File: src/rtl/hcache_lookup_if.sv
// hcache_lookup_if: request/response, cache-port and backing-memory signals of the lookup controller.
interface hcache_lookup_if #(
    parameter int C_CACHE_MEM_ADDR_WIDTH = 32,
    parameter int C_CACHE_ADDR_WIDTH     = 13,
    parameter int C_CACHE_DATA_WIDTH     = 64
);
    localparam int TAG_W = C_CACHE_MEM_ADDR_WIDTH - C_CACHE_ADDR_WIDTH;
    logic                                  req_valid;
    logic                                  req_ready;
    logic [C_CACHE_MEM_ADDR_WIDTH-1:0]     req_addr;
    logic                                  rsp_valid;
    logic                                  rsp_ready;
    logic [C_CACHE_DATA_WIDTH-1:0]         rsp_data;
    logic                                  rsp_hit;
    logic                                  c_rd_en;
    logic [C_CACHE_ADDR_WIDTH-1:0]         c_rd_addr;
    logic [TAG_W-1:0]                      c_rd_din;
    logic                                  c_rd_result;
    logic [C_CACHE_DATA_WIDTH-1:0]         c_rd_dout;
    logic                                  c_rd_valid;
    logic                                  c_wr_en;
    logic [C_CACHE_ADDR_WIDTH-1:0]         c_wr_addr;
    logic [C_CACHE_DATA_WIDTH+TAG_W-1:0]   c_wr_data;
    logic                                  mem_req_valid;
    logic                                  mem_req_ready;
    logic [C_CACHE_MEM_ADDR_WIDTH-1:0]     mem_req_addr;
    logic                                  mem_rsp_valid;
    logic [C_CACHE_DATA_WIDTH-1:0]         mem_rsp_data;
    modport master (
        input  req_valid, req_addr, rsp_ready, c_rd_result, c_rd_dout, c_rd_valid,
               mem_req_ready, mem_rsp_valid, mem_rsp_data,
        output req_ready, rsp_valid, rsp_data, rsp_hit, c_rd_en, c_rd_addr, c_rd_din,
               c_wr_en, c_wr_addr, c_wr_data, mem_req_valid, mem_req_addr
    );
    modport slave (
        output req_valid, req_addr, rsp_ready, c_rd_result, c_rd_dout, c_rd_valid,
               mem_req_ready, mem_rsp_valid, mem_rsp_data,
        input  req_ready, rsp_valid, rsp_data, rsp_hit, c_rd_en, c_rd_addr, c_rd_din,
               c_wr_en, c_wr_addr, c_wr_data, mem_req_valid, mem_req_addr
    );
endinterface

File: src/rtl/hcache_lookup_ctrl.sv
// hcache_lookup_ctrl: single-outstanding lookup front end; serves hits from the cache read port,
// refills misses from backing memory, and keeps saturating hit/miss counters.
module hcache_lookup_ctrl #(
    parameter int C_CACHE_MEM_ADDR_WIDTH = 32,
    parameter int C_CACHE_ADDR_WIDTH     = 13,
    parameter int C_CACHE_DATA_WIDTH     = 64,
    parameter int C_CNT_WIDTH            = 32
) (
    input  logic                   clk,
    input  logic                   rst,
    hcache_lookup_if.master        bus,
    output logic [C_CNT_WIDTH-1:0] hit_cnt,
    output logic [C_CNT_WIDTH-1:0] miss_cnt
);
    typedef enum logic [2:0] {IDLE, LOOKUP, WAIT, MREQ, MWAIT, FILL, RESP} state_t;
    state_t                            state;
    logic [C_CACHE_MEM_ADDR_WIDTH-1:0] addr;
    assign bus.c_rd_addr    = addr[C_CACHE_ADDR_WIDTH-1:0];
    assign bus.c_wr_addr    = addr[C_CACHE_ADDR_WIDTH-1:0];
    assign bus.c_rd_din     = addr[C_CACHE_MEM_ADDR_WIDTH-1:C_CACHE_ADDR_WIDTH];
    assign bus.mem_req_addr = addr;
    // the refill data is parked in rsp_data so the write and the later response share one register
    assign bus.c_wr_data    = {bus.rsp_data, addr[C_CACHE_MEM_ADDR_WIDTH-1:C_CACHE_ADDR_WIDTH]};
    always_ff @(posedge clk) begin
        if (rst) begin
            state             <= IDLE;
            addr              <= '0;
            bus.req_ready     <= 1'b1;
            bus.rsp_valid     <= 1'b0;
            bus.rsp_data      <= '0;
            bus.rsp_hit       <= 1'b0;
            bus.c_rd_en       <= 1'b0;
            bus.c_wr_en       <= 1'b0;
            bus.mem_req_valid <= 1'b0;
            hit_cnt           <= '0;
            miss_cnt          <= '0;
        end else begin
            case (state)
                IDLE: if (bus.req_valid) begin
                    addr          <= bus.req_addr;
                    bus.req_ready <= 1'b0;
                    bus.c_rd_en   <= 1'b1;
                    state         <= LOOKUP;
                end
                LOOKUP: begin
                    bus.c_rd_en <= 1'b0;
                    state       <= WAIT;
                end
                WAIT: if (bus.c_rd_valid) begin
                    if (bus.c_rd_result) begin
                        bus.rsp_valid <= 1'b1;
                        bus.rsp_data  <= bus.c_rd_dout;
                        bus.rsp_hit   <= 1'b1;
                        hit_cnt       <= hit_cnt + C_CNT_WIDTH'(~&hit_cnt);
                        state         <= RESP;
                    end else begin
                        bus.mem_req_valid <= 1'b1;
                        miss_cnt          <= miss_cnt + C_CNT_WIDTH'(~&miss_cnt);
                        state             <= MREQ;
                    end
                end
                MREQ: if (bus.mem_req_ready) begin
                    bus.mem_req_valid <= 1'b0;
                    state             <= MWAIT;
                end
                MWAIT: if (bus.mem_rsp_valid) begin
                    bus.rsp_data <= bus.mem_rsp_data;
                    bus.c_wr_en  <= 1'b1;
                    state        <= FILL;
                end
                FILL: begin
                    bus.c_wr_en   <= 1'b0;
                    bus.rsp_valid <= 1'b1;
                    bus.rsp_hit   <= 1'b0;
                    state         <= RESP;
                end
                RESP: if (bus.rsp_ready) begin
                    bus.rsp_valid <= 1'b0;
                    bus.req_ready <= 1'b1;
                    state         <= IDLE;
                end
                default: state <= IDLE;
            endcase
        end
    end
endmodule

File: src/flat_wrapper.sv
// flat-port wrapper written by rule: the top's interface ports become plain ports
module hcache_lookup_ctrl_flat 
#(
    parameter int C_CACHE_MEM_ADDR_WIDTH = 32,
    parameter int C_CACHE_ADDR_WIDTH     = 13,
    parameter int C_CACHE_DATA_WIDTH     = 64,
    parameter int C_CNT_WIDTH            = 32
)
  (clk, rst, hit_cnt, miss_cnt, bus_req_valid, bus_req_addr, bus_rsp_ready, bus_c_rd_result, bus_c_rd_dout, bus_c_rd_valid, bus_mem_req_ready, bus_mem_rsp_valid, bus_mem_rsp_data, bus_req_ready, bus_rsp_valid, bus_rsp_data, bus_rsp_hit, bus_c_rd_en, bus_c_rd_addr, bus_c_rd_din, bus_c_wr_en, bus_c_wr_addr, bus_c_wr_data, bus_mem_req_valid, bus_mem_req_addr);
  hcache_lookup_if #(.C_CACHE_MEM_ADDR_WIDTH(C_CACHE_MEM_ADDR_WIDTH), .C_CACHE_ADDR_WIDTH(C_CACHE_ADDR_WIDTH), .C_CACHE_DATA_WIDTH(C_CACHE_DATA_WIDTH)) bus_i ();
  input  logic clk;
  input  logic rst;
  output logic [C_CNT_WIDTH-1:0] hit_cnt;
  output logic [C_CNT_WIDTH-1:0] miss_cnt;
  input wire logic [$bits(bus_i.req_valid)-1:0] bus_req_valid;
  input wire logic [$bits(bus_i.req_addr)-1:0] bus_req_addr;
  input wire logic [$bits(bus_i.rsp_ready)-1:0] bus_rsp_ready;
  input wire logic [$bits(bus_i.c_rd_result)-1:0] bus_c_rd_result;
  input wire logic [$bits(bus_i.c_rd_dout)-1:0] bus_c_rd_dout;
  input wire logic [$bits(bus_i.c_rd_valid)-1:0] bus_c_rd_valid;
  input wire logic [$bits(bus_i.mem_req_ready)-1:0] bus_mem_req_ready;
  input wire logic [$bits(bus_i.mem_rsp_valid)-1:0] bus_mem_rsp_valid;
  input wire logic [$bits(bus_i.mem_rsp_data)-1:0] bus_mem_rsp_data;
  output wire logic [$bits(bus_i.req_ready)-1:0] bus_req_ready;
  output wire logic [$bits(bus_i.rsp_valid)-1:0] bus_rsp_valid;
  output wire logic [$bits(bus_i.rsp_data)-1:0] bus_rsp_data;
  output wire logic [$bits(bus_i.rsp_hit)-1:0] bus_rsp_hit;
  output wire logic [$bits(bus_i.c_rd_en)-1:0] bus_c_rd_en;
  output wire logic [$bits(bus_i.c_rd_addr)-1:0] bus_c_rd_addr;
  output wire logic [$bits(bus_i.c_rd_din)-1:0] bus_c_rd_din;
  output wire logic [$bits(bus_i.c_wr_en)-1:0] bus_c_wr_en;
  output wire logic [$bits(bus_i.c_wr_addr)-1:0] bus_c_wr_addr;
  output wire logic [$bits(bus_i.c_wr_data)-1:0] bus_c_wr_data;
  output wire logic [$bits(bus_i.mem_req_valid)-1:0] bus_mem_req_valid;
  output wire logic [$bits(bus_i.mem_req_addr)-1:0] bus_mem_req_addr;
  assign bus_i.req_valid = bus_req_valid;
  assign bus_i.req_addr = bus_req_addr;
  assign bus_i.rsp_ready = bus_rsp_ready;
  assign bus_i.c_rd_result = bus_c_rd_result;
  assign bus_i.c_rd_dout = bus_c_rd_dout;
  assign bus_i.c_rd_valid = bus_c_rd_valid;
  assign bus_i.mem_req_ready = bus_mem_req_ready;
  assign bus_i.mem_rsp_valid = bus_mem_rsp_valid;
  assign bus_i.mem_rsp_data = bus_mem_rsp_data;
  assign bus_req_ready = bus_i.req_ready;
  assign bus_rsp_valid = bus_i.rsp_valid;
  assign bus_rsp_data = bus_i.rsp_data;
  assign bus_rsp_hit = bus_i.rsp_hit;
  assign bus_c_rd_en = bus_i.c_rd_en;
  assign bus_c_rd_addr = bus_i.c_rd_addr;
  assign bus_c_rd_din = bus_i.c_rd_din;
  assign bus_c_wr_en = bus_i.c_wr_en;
  assign bus_c_wr_addr = bus_i.c_wr_addr;
  assign bus_c_wr_data = bus_i.c_wr_data;
  assign bus_mem_req_valid = bus_i.mem_req_valid;
  assign bus_mem_req_addr = bus_i.mem_req_addr;
  hcache_lookup_ctrl #(.C_CACHE_MEM_ADDR_WIDTH(C_CACHE_MEM_ADDR_WIDTH), .C_CACHE_ADDR_WIDTH(C_CACHE_ADDR_WIDTH), .C_CACHE_DATA_WIDTH(C_CACHE_DATA_WIDTH), .C_CNT_WIDTH(C_CNT_WIDTH)) u_core (.clk(clk), .rst(rst), .bus(bus_i), .hit_cnt(hit_cnt), .miss_cnt(miss_cnt));
endmodule
File: config.mk
export PLATFORM = sky130hd
export DESIGN_NAME = hcache_lookup_ctrl_flat
export DESIGN_NICKNAME = d
export VERILOG_FILES = /design/src/rtl/hcache_lookup_if.sv /design/src/rtl/hcache_lookup_ctrl.sv /design/src/flat_wrapper.sv
export SDC_FILE = /design/constraint.sdc
export NUM_CORES = 1
export LEC_CHECK = 0
export CAP_MARGIN = 40
export CORE_AREA = 2 2 179 181
export DETAILED_ROUTE_END_ITERATION = 10
export DIE_AREA = 0 0 181 183
export DONT_BUFFER_PORTS = 1
export PLACE_DENSITY = 0.48
export SYNTH_ARGS = -nofsm -noshare
export SYNTH_HDL_FRONTEND = slang
export SYNTH_SLANG_ARGS = --single-unit
File: constraint.sdc
create_clock -name clk -period 3.75 [get_ports clk]
set_input_delay 0.5625 -clock clk [delete_from_list [all_inputs] [get_ports clk]]
set_output_delay 0.5625 -clock clk [all_outputs]
set_load 0.005 [all_outputs]
==> Flow_metrics.wiki, run 1 <==
{| class="wikitable"
! Metric !! Value
|-
| Status || complete, no violations
|-
| First-pass GRT wire length || ~41000 µm
|-
| Element type at the critical path start || flop
|-
| Number of pins exceeding their max-slew limit in the final report || 0
|-
| Average cell area after synthesis || ~8.5 µm²
|-
| Async S/R FF share, synth || 0
|-
| Final count of negative-setup-slack endpoints || 0
|-
| Worst setup path endpoint || u_core.hit_cnt[18]
|-
| Buffers added on ports || 0
|-
| Final worst path period share || 0.8343
|-
| H-Tree Depth || 4
|-
| DR WL/cell || between 20 and 25 µm
|-
| Worst-case hold slack || around 0.2 ns
|-
| Filler Cells Inserted || about 3400
|-
| Int Pwr || approximately 3.4 mW
|-
| Cell depth of the worst flop-to-flop path || 9
|-
| Worst-case register-to-register setup slack || slightly above 0.6 ns
|-
| Remaining max-slew budget at the tightest pin || 0.5476
|-
| Simple logic cell fraction of the synthesized area || 0.2057
|-
| Die area || roughly 33000 µm²
|-
| Highest-count cells in the layout ignoring fill and taps || sky130_fd_sc_hd__dfxtp_1 (169), sky130_fd_sc_hd__nor2_1 (98), sky130_fd_sc_hd__nand2_1 (91)
|-
| Via-per-instance ratio || between 5 and 6
|-
| F_max || about 0.32 GHz
|-
| Row count || 65
|-
| Maximum fanout along the worst path || 15
|-
| Critical path capture point type || flop
|-
| Via count of the routed design || between 6000 and 7000
|-
| Number of antenna violations at the first check in global routing || 0
|-
| R2r startpoint || u_core.hit_cnt[12]
|-
| Final design utilization || 0.2756
|-
| Gpl congestion || between 0.8 and 0.9
|-
| Combinational family with the most area after synthesis || simple AND/OR/NAND/NOR gates
|-
| Area taken by multi-input logic gates || slightly below 4000 µm²
|-
| Pre-Repair DR Iteration Count || 4
|-
| Number of global-route vias before repair || 6049
|-
| Area inside the core boundary || between 30000 and 40000 µm²
|-
| Total global-route track usage || 0.1658
|-
| Top post-synthesis cells by area || sky130_fd_sc_hd__dfxtp_1 (40%), sky130_fd_sc_hd__buf_4 (11%), sky130_fd_sc_hd__mux2i_1 (7.5%)
|-
| Max-cap violations || 0
|-
| Total gr overflow || 0
|-
| Pwr Density || about 570 nW/µm²
|-
| Overall power of the completed layout || just under 5 mW
|-
| Cell type with the highest aggregate area in the netlist || sky130_fd_sc_hd__dfxtp_1
|-
| Final Hold Vio Count || 0
|-
| RSZ-0062 raised after global routing || false
|-
| DP HPWL || ~22000 µm
|-
| Number of remaining DRC errors || 0
|-
| Total negative slack || 0 ns
|-
| Slew of the pin with the lowest slew margin || roughly 0.68 ns
|-
| Cell count after placement || approximately 1200
|-
| Distinct cell type count of the synthesized netlist || 45
|-
| Total leakage power || 2.591 nW
|-
| Clock buffers created by TritonCTS || 17
|-
| Area post-placement || roughly 8000 µm²
|-
| Relative contribution of the clock network to total power || 0.381
|-
| Worst-case setup margin in the final layout || just over 0.6 ns
|-
| Switching part of the total || 0.3107
|-
| Area added between synthesis and finish || 0.5701%
|-
| Clock transition at path regs || around 0.070 ns
|-
| Net switching component of the power || approximately 1.5 mW
|-
| Most common cell after layout, fill and taps aside || sky130_fd_sc_hd__dfxtp_1
|-
| Number of warnings issued by yosys || 0
|-
| Clock latency on the worst-skew pair || approximately 0.44 ns
|-
| Data arrival, critical path || ~3.5 ns
|-
| Buffer cell driving the clock tree root || sky130_fd_sc_hd__clkbuf_16
|-
| Share of synthesized cell area in full adder, half adder and majority cells || 0.005848
|-
| Required @ worst endpoint || between 4 and 5 ns
|-
| Mux share of post-synthesis cell area || 0.08538
|-
| Share of cells above drive strength 1 || 0.06667
|-
| TritonCTS clock tree || done
|-
| Combinational power share || 0.137
|-
| Clock skew after layout || between 0.01 and 0.015 ns
|-
| Synth Net Count || approximately 1200
|-
| Number of cells in the finished layout apart from fillers || about 1300
|-
| Maximum resistive drop on vdd || roughly 300 µV
|-
| Number of flip-flops and latches in the synthesized netlist || 169
|-
| Worst min-delay path category || in -> reg
|-
| Seq/Total Area, Yosys || 0.3953
|-
| Pin count of the biggest net entering global routing || approximately 180
|-
| Number of cells produced by synthesis || ~1000
|-
| Number of setup buffers added after CTS || 0
|-
| Starting Density || 0.2740
|-
| R2r endpoint || u_core.hit_cnt[18]
|-
| Final-stage net count || roughly 1000
|-
| Sequential cell fraction of total power || 0.481
|-
| Buffer levels on the longest clock path || 2
|-
| Cts-stage hold buffer count || 0
|-
| Total wirelength of the detailed-routed design || roughly 28000 µm
|-
| Area of the mapped netlist || approximately 8600 µm²
|-
| Layout Cell Area excl Fill || roughly 8600 µm²
|-
| Count of antenna-violating nets left after detailed routing || 0
|-
| Register Area || 3383 µm²
|-
| Worst setup path category || reg -> reg
|-
| Top-Level Pins || between 400 and 500
|-
| Post-layout minimum cycle time || 3.129 ns
|-
| Synthesized-area fraction occupied by ao, oa, aoi and oai cells || 0.1424
|-
| Xor/xnor cell area share of the yosys netlist || 0.01637
|-
| Vert. Die Dim || about 180 µm
|-
| Place WS || approximately 0.62 ns
|-
| Launch point of the critical path || u_core.hit_cnt[12]
|-
| Clock sink count || between 150 and 200
|-
| Number of enable-type register cells in the synthesized netlist || 0
|-
| Number of gates resized after cts || 0
|-
| Die W || around 180 µm
|-
| Area share of the largest cell type after synthesis || 0.3953
|-
| Violation count after the first detailed-routing iteration || approximately 330
|-
| Most instantiated flip-flop cell in the synthesis netlist || sky130_fd_sc_hd__dfxtp_1
|}
## routing by layer
metal  GRT usage  wire length (µm)  vias up  part of all wire
met1      0.1587              9940     3055              0.35
met5           0                 0        -                 0
met4     0.05301               593        0             0.021
li1            -                 -     3157                 -
met3     0.08777              3212       33              0.11
met2      0.3057             14630      319              0.52
## state kept, by name, indices dropped and copies added, names as in the netlist
signal / count
u_core.miss_cnt: 32
u_core.bus.c_wr_en: 1
u_core.bus.mem_req_addr: 32
u_core.bus.c_rd_en: 1
u_core.bus.rsp_hit: 1
u_core.bus.req_ready: 1
u_core.bus.mem_req_valid: 1
u_core.state: 3
u_core.bus.rsp_data: 64
u_core.hit_cnt: 32
u_core.bus.rsp_valid: 1
## worst min-delay path by stage
stage | from | end | slack (ns) | depth (start not counted)
after CTS | rst | u_core.miss_cnt[12] | 0.15 | 1
after global placement | u_core.bus.req_ready | u_core.bus.req_ready | 0.46 | 2
final | rst | u_core.miss_cnt[10] | 0.20 | 1
after floorplan | u_core.bus.req_ready | u_core.bus.req_ready | 0.44 | 2
after detailed placement | u_core.bus.req_ready | u_core.bus.req_ready | 0.47 | 2
after global routing | rst | u_core.miss_cnt[10] | 0.15 | 1
## power groups by stage
stage	combinational [mW]	clock, mW	sequential [mW]
2_1_floorplan	0.927	0	2.19
3_3_place_gp	0.644	0	2.42
3_5_place_dp	0.684	0	2.42
4_1_cts	0.685	1.95	2.38
5_1_grt	0.771	2.01	2.40
6_report	0.674	1.87	2.36
## synth_stat cells (2+ instances only)
cell                       number
sky130_fd_sc_hd__dfxtp_1      169
sky130_fd_sc_hd__buf_4        128
sky130_fd_sc_hd__nor2_1        98
sky130_fd_sc_hd__nand2_1       91
sky130_fd_sc_hd__a21oi_1       78
sky130_fd_sc_hd__a211oi_1      66
sky130_fd_sc_hd__mux2i_1       64
sky130_fd_sc_hd__clkbuf_1      52
sky130_fd_sc_hd__or4_1         33
sky130_fd_sc_hd__nand4_1       29
sky130_fd_sc_hd__o31ai_1       26
sky130_fd_sc_hd__nand3_1       24
sky130_fd_sc_hd__o21ai_0       14
sky130_fd_sc_hd__or3_1         14
sky130_fd_sc_hd__and4_1        12
sky130_fd_sc_hd__nor2b_1       12
sky130_fd_sc_hd__xor2_1        12
sky130_fd_sc_hd__inv_1         11
sky130_fd_sc_hd__buf_2          8
sky130_fd_sc_hd__mux2_2         7
sky130_fd_sc_hd__and3_1         6
sky130_fd_sc_hd__nor4_1         6
sky130_fd_sc_hd__and2_1         5
sky130_fd_sc_hd__ha_1           4
sky130_fd_sc_hd__nor3_1         4
sky130_fd_sc_hd__xnor2_1        4
sky130_fd_sc_hd__buf_1          3
sky130_fd_sc_hd__a22o_1         2
sky130_fd_sc_hd__buf_6          2
sky130_fd_sc_hd__nand2b_1       2
sky130_fd_sc_hd__nor3b_1        2
## cell families (layout without fill, tap and decap cells)
logic type,count (synthesis),after routing
XOR/XNOR,16,16
AND/OR/NAND/NOR,344,344
adder cells (fa/ha/maj),4,4
AO/OA/AOI/OAI,192,192
flip-flops,169,169
other,0,1
multiplexers,72,72
buffers and inverters,205,58
## worst max-delay path, cell delays in order (launching register included)
cell and delay [ns]:
sky130_fd_sc_hd__dfxtp_1 0.45, sky130_fd_sc_hd__and4_1 0.42, sky130_fd_sc_hd__nand2_1 0.11, sky130_fd_sc_hd__or4_1 0.51, sky130_fd_sc_hd__or4_1 0.44, sky130_fd_sc_hd__ha_1 0.23, sky130_fd_sc_hd__and4_1 0.24, sky130_fd_sc_hd__nand4_1 0.36
sky130_fd_sc_hd__or4_1 0.19, sky130_fd_sc_hd__a21oi_1 0.06
## final cells by class
type / instances / area share
multi-input cells: 628 / 0.4553
flip-flops and latches: 169 / 0.3931
well taps: 402 / 0.05844
clock buffers: 22 / 0.05510
clock inverters: 10 / 0.01657
repair buffers: 14 / 0.01599
inverters: 12 / 0.005233
diodes: 1 / 0.0002907
(Power assumes the default switching activity.)
==> inputs of run 2 (changes only) <==
--- a/config.mk
+++ b/config.mk
@@ -5,12 +5,13 @@
 export SDC_FILE = /design/constraint.sdc
 export NUM_CORES = 1
 export LEC_CHECK = 0
+export ABC_AREA = 1
 export CAP_MARGIN = 40
-export CORE_AREA = 2 2 179 181
+export CORE_AREA = 2 2 181 183
 export DETAILED_ROUTE_END_ITERATION = 10
-export DIE_AREA = 0 0 181 183
+export DIE_AREA = 0 0 183 185
 export DONT_BUFFER_PORTS = 1
-export PLACE_DENSITY = 0.48
+export PLACE_DENSITY = 0.51
 export SYNTH_ARGS = -nofsm -noshare
 export SYNTH_HDL_FRONTEND = slang
 export SYNTH_SLANG_ARGS = --single-unit
==> constraint.sdc (replaced) <==
create_clock -name clk -period 2.8 [get_ports clk]
set_input_delay 0.42 -clock clk [delete_from_list [all_inputs] [get_ports clk]]
set_output_delay 0.42 -clock clk [all_outputs]
set_load 0.005 [all_outputs]
==> run 2 against run 1 <==
  * Critical path depth up 4
  * Synthesized cell count up 33%
  * Flip-flop and latch count unchanged
  * Combinational power rose to 2.9 times the previous value
  * Critical endpoint is now u_core.hit_cnt[23]
==> Flow_metrics.wiki, run 2 <==
{| class="wikitable"
! Metric !! Value
|-
| Status || complete, no violations
|-
| Cell depth of the worst flop-to-flop path || 13 (+4)
|-
| Seq/Total Area, Yosys || 0.3674 (-0.02793)
|-
| Async S/R FF share, synth || 0 (unchanged)
|-
| Cell count after placement || 1563 (+28%)
|-
| Slew of the pin with the lowest slew margin || 0.6061 ns (-0.07246 ns)
|-
| Top post-synthesis cells by area || sky130_fd_sc_hd__dfxtp_1 (37%), sky130_fd_sc_hd__nand2_1 (13%), sky130_fd_sc_hd__buf_4 (11%)
|-
| Number of cells in the finished layout apart from fillers || 1595 (+27%)
|-
| Final Hold Vio Count || 0 (unchanged)
|-
| Count of antenna-violating nets left after detailed routing || 0 (unchanged)
|-
| Number of remaining DRC errors || 0 (unchanged)
|-
| Area added between synthesis and finish || 0.2310%
|-
| Via-per-instance ratio || 5.084 (-2.6%)
|-
| Remaining max-slew budget at the tightest pin || 0.5955 (+0.04784)
|-
| Die area || 33860 µm² (+2.2%)
|-
| Maximum fanout along the worst path || 5 (-10)
|-
| Area inside the core boundary || 32040 µm² (+2.6%)
|-
| Number of cells produced by synthesis || 1330 (+33%)
|-
| R2r startpoint || u_core.hit_cnt[15]
|-
| Distinct cell type count of the synthesized netlist || 28 (-38%)
|-
| Cell type with the highest aggregate area in the netlist || sky130_fd_sc_hd__dfxtp_1
|-
| Clock sink count || 169 (unchanged)
|-
| Total wirelength of the detailed-routed design || 30770 µm (+8.5%)
|-
| Synth Net Count || 1502 (+28%)
|-
| Clock latency on the worst-skew pair || 0.44 ns (about the same)
|-
| Number of setup buffers added after CTS || 0 (unchanged)
|-
| Final-stage net count || 1346 (+33%)
|-
| Gpl congestion || 0.8827 (+7.0%)
|-
| Highest-count cells in the layout ignoring fill and taps || sky130_fd_sc_hd__nand2_1 (329), sky130_fd_sc_hd__nand3_1 (186), sky130_fd_sc_hd__nor2_1 (180)
|-
| Number of gates resized after cts || 0 (unchanged)
|-
| RSZ-0062 raised after global routing || false
|-
| Top-Level Pins || 462 (unchanged)
|-
| Number of enable-type register cells in the synthesized netlist || 0 (unchanged)
|-
| Max-cap violations || 0 (unchanged)
|-
| Final worst path period share || 0.8540 (+0.01972)
|-
| Pin count of the biggest net entering global routing || 63 (-64%)
|-
| Maximum resistive drop on vdd || 366.1 µV (+22%)
|-
| Count of cells along the worst hold path || 1 (unchanged)
|-
| Pwr Density || 837.4 nW/µm² (+47%)
|-
| Number of global-route vias before repair || 7154 (+18%)
|-
| Total negative slack || 0 ns (unchanged)
|-
| Post-layout minimum cycle time || 2.391 ns (-0.7374 ns)
|-
| Area share of the largest cell type after synthesis || 0.3674 (-0.02793)
|-
| First-pass GRT wire length || 44150 µm (+8.1%)
|-
| Worst-case register-to-register setup slack || 0.41 ns (-0.21 ns)
|-
| Pre-Repair DR Iteration Count || 5 (+1)
|-
| Row count || 66 (+1.5%)
|-
| Number of pins exceeding their max-slew limit in the final report || 0 (unchanged)
|-
| Cts-stage hold buffer count || 0 (unchanged)
|-
| DP HPWL || 23470 µm (+9.1%)
|-
| Overall power of the completed layout || 7.729 mW (+57%)
|-
| Flip-flop count of the largest register, all copies and words added || 64 (unchanged)
|-
| DR WL/cell || 19.29 µm (-14%)
|-
| # diodes || 0 (-1)
|-
| F_max || 0.4182 GHz (+31%)
|-
| Die W || 183 µm (+1.1%)
|-
| Clock skew after layout || 0.01051 ns (-0.004036 ns)
|-
| Most instantiated flip-flop cell in the synthesis netlist || sky130_fd_sc_hd__dfxtp_1
|-
| Required @ worst endpoint || 3.14 ns (-0.94 ns)
|-
| Origin of the worst min-delay path || rst
|-
| Buffers added on ports || 0 (unchanged)
|-
| Vert. Die Dim || 185 µm (+1.1%)
|-
| Number of antenna violations at the first check in global routing || 0 (unchanged)
|-
| Total gr overflow || 0 (unchanged)
|-
| Most used standard cells in the synthesized netlist || sky130_fd_sc_hd__nand2_1 (331), sky130_fd_sc_hd__nand3_1 (186), sky130_fd_sc_hd__nor2_1 (180)
|-
| Data arrival, critical path || 2.73 ns (-0.73 ns)
|-
| Violation count after the first detailed-routing iteration || 503 (+54%)
|-
| Total global-route track usage || 0.1738 (+0.008048)
|-
| Critical path capture point type || flop
|-
| Share of cells above drive strength 1 || 0.05897 (-0.007694)
|-
| Area of the mapped netlist || 9209 µm² (+7.6%)
|-
| Worst Hold End || u_core.hit_cnt[16]
|-
| Number of warnings issued by yosys || 0 (unchanged)
|-
| Largest register by flop count || u_core.bus.rsp_data
|-
| Total leakage power || 3.730 nW (+44%)
|-
| Buffer levels on the longest clock path || 2 (unchanged)
|-
| Worst setup path category || reg -> reg
|-
| Worst min-delay path category || in -> reg
|-
| R2r endpoint || u_core.hit_cnt[23]
|-
| Clock buffers created by TritonCTS || 17 (unchanged)
|-
| Final count of negative-setup-slack endpoints || 0 (unchanged)
|-
| H-Tree Depth || 4 (unchanged)
|-
| Via count of the routed design || 8109 (+24%)
|-
| Average cell area after synthesis || 6.924 µm² (-19%)
|-
| Most common cell after layout, fill and taps aside || sky130_fd_sc_hd__nand2_1
|-
| Buffer cell driving the clock tree root || sky130_fd_sc_hd__clkbuf_16
|-
| Number of flip-flops and latches in the synthesized netlist || 169 (unchanged)
|-
| Starting Density || 0.2874 (+0.01337)
|-
| TritonCTS clock tree || done
|-
| Element type at the critical path start || flop
|-
| Final design utilization || 0.2881 (+0.01247)
|-
| Clock transition at path regs || 0.07 ns (about the same)
|-
| Cell with the most instances after synthesis || sky130_fd_sc_hd__nand2_1
|}
==> run 2: cell count changes after synthesis, sizes merged, moves of 24 or more <==
cell    delta
buf       +24
nand3    +163
mux2i     -64
o211a     +64
nand2    +243
o31ai     -25
nor2      +91
a211oi    -66
or4       -34
inv       +58
==> run 2: worst max-delay path by stage <==
stage,slack [ns],startpoint,cells after the start,endpoint
final,0.41,u_core.hit_cnt[15],13,u_core.hit_cnt[23]
after global routing,0.17,u_core.miss_cnt[11],12,u_core.miss_cnt[18]
after CTS,0.45,u_core.hit_cnt[12],13,u_core.hit_cnt[23]
after detailed placement,0.47,u_core.hit_cnt[12],13,u_core.hit_cnt[23]
after global placement,0.47,u_core.miss_cnt[11],14,u_core.miss_cnt[20]
after floorplan,0.96,u_core.miss_cnt[10],14,u_core.miss_cnt[30]
==> run 2: metrics by stage <==
stage	worst slack (ns)	hold slack, ns	cell area [µm²]
5_1_grt	0.1723	0.03121	9230
3_3_place_gp	0.4672	0.4967	8667
3_5_place_dp	0.4672	0.5049	8667
6_report	0.4087	0.07084	9230
2_1_floorplan	0.9570	0.4556	9209
4_1_cts	0.4518	0.02329	9230
==> run 2: worst max-delay path, cell delays in order (launching register included) <==
cell,delay [ns]
sky130_fd_sc_hd__dfxtp_1,0.38
sky130_fd_sc_hd__nand2_1,0.13
sky130_fd_sc_hd__nor2_1,0.08
sky130_fd_sc_hd__nand2_1,0.08
sky130_fd_sc_hd__inv_1,0.06
sky130_fd_sc_hd__nand4_1,0.14
sky130_fd_sc_hd__ha_1,0.20
sky130_fd_sc_hd__inv_1,0.07
sky130_fd_sc_hd__nor2_1,0.31
sky130_fd_sc_hd__nand2_1,0.13
sky130_fd_sc_hd__nor2_1,0.38
sky130_fd_sc_hd__nand3_1,0.15
sky130_fd_sc_hd__nor2_1,0.12
sky130_fd_sc_hd__nor2_1,0.05
==> run 2: cells by family after synthesis <==
| family | synth area share |
|---|---|
| buf+inv | 0.1656 |
| compound gates | 0.1135 |
| simple gates | 0.3424 |
| fa+ha+maj | 0.005435 |
| flops | 0.3674 |
| xor+xnor | 0.005706 |
==> run 2: metal layers <==
layer  GRT usage  vias to the layer above  share of wire
met2      0.3045                      418           0.50
met5           0                        -              0
met4     0.07392                        0          0.027
met3     0.05820                       47          0.089
li1            -                     3930              -
met1      0.1926                     3714           0.39
==> run 2: cell type report <==
class                      count  area, µm²
timing repair buffer          19      192.7
clock inverter                13      120.1
tap                          408      510.5
multi-input combinational    897       4315
clock buffer                  19      442.9
inverter                      70      264.0
fill                        3547      22810
sequential                   169       3385
==> run 2: report_power, final <==
part | internal (mW) | total [mW] | switching (mW)
registers | 2.77 | 3.43 | 0.660
clock network | 1.26 | 2.33 | 1.07
logic | 0.639 | 1.98 | 1.34
total | 4.66 | 7.73 | 3.07
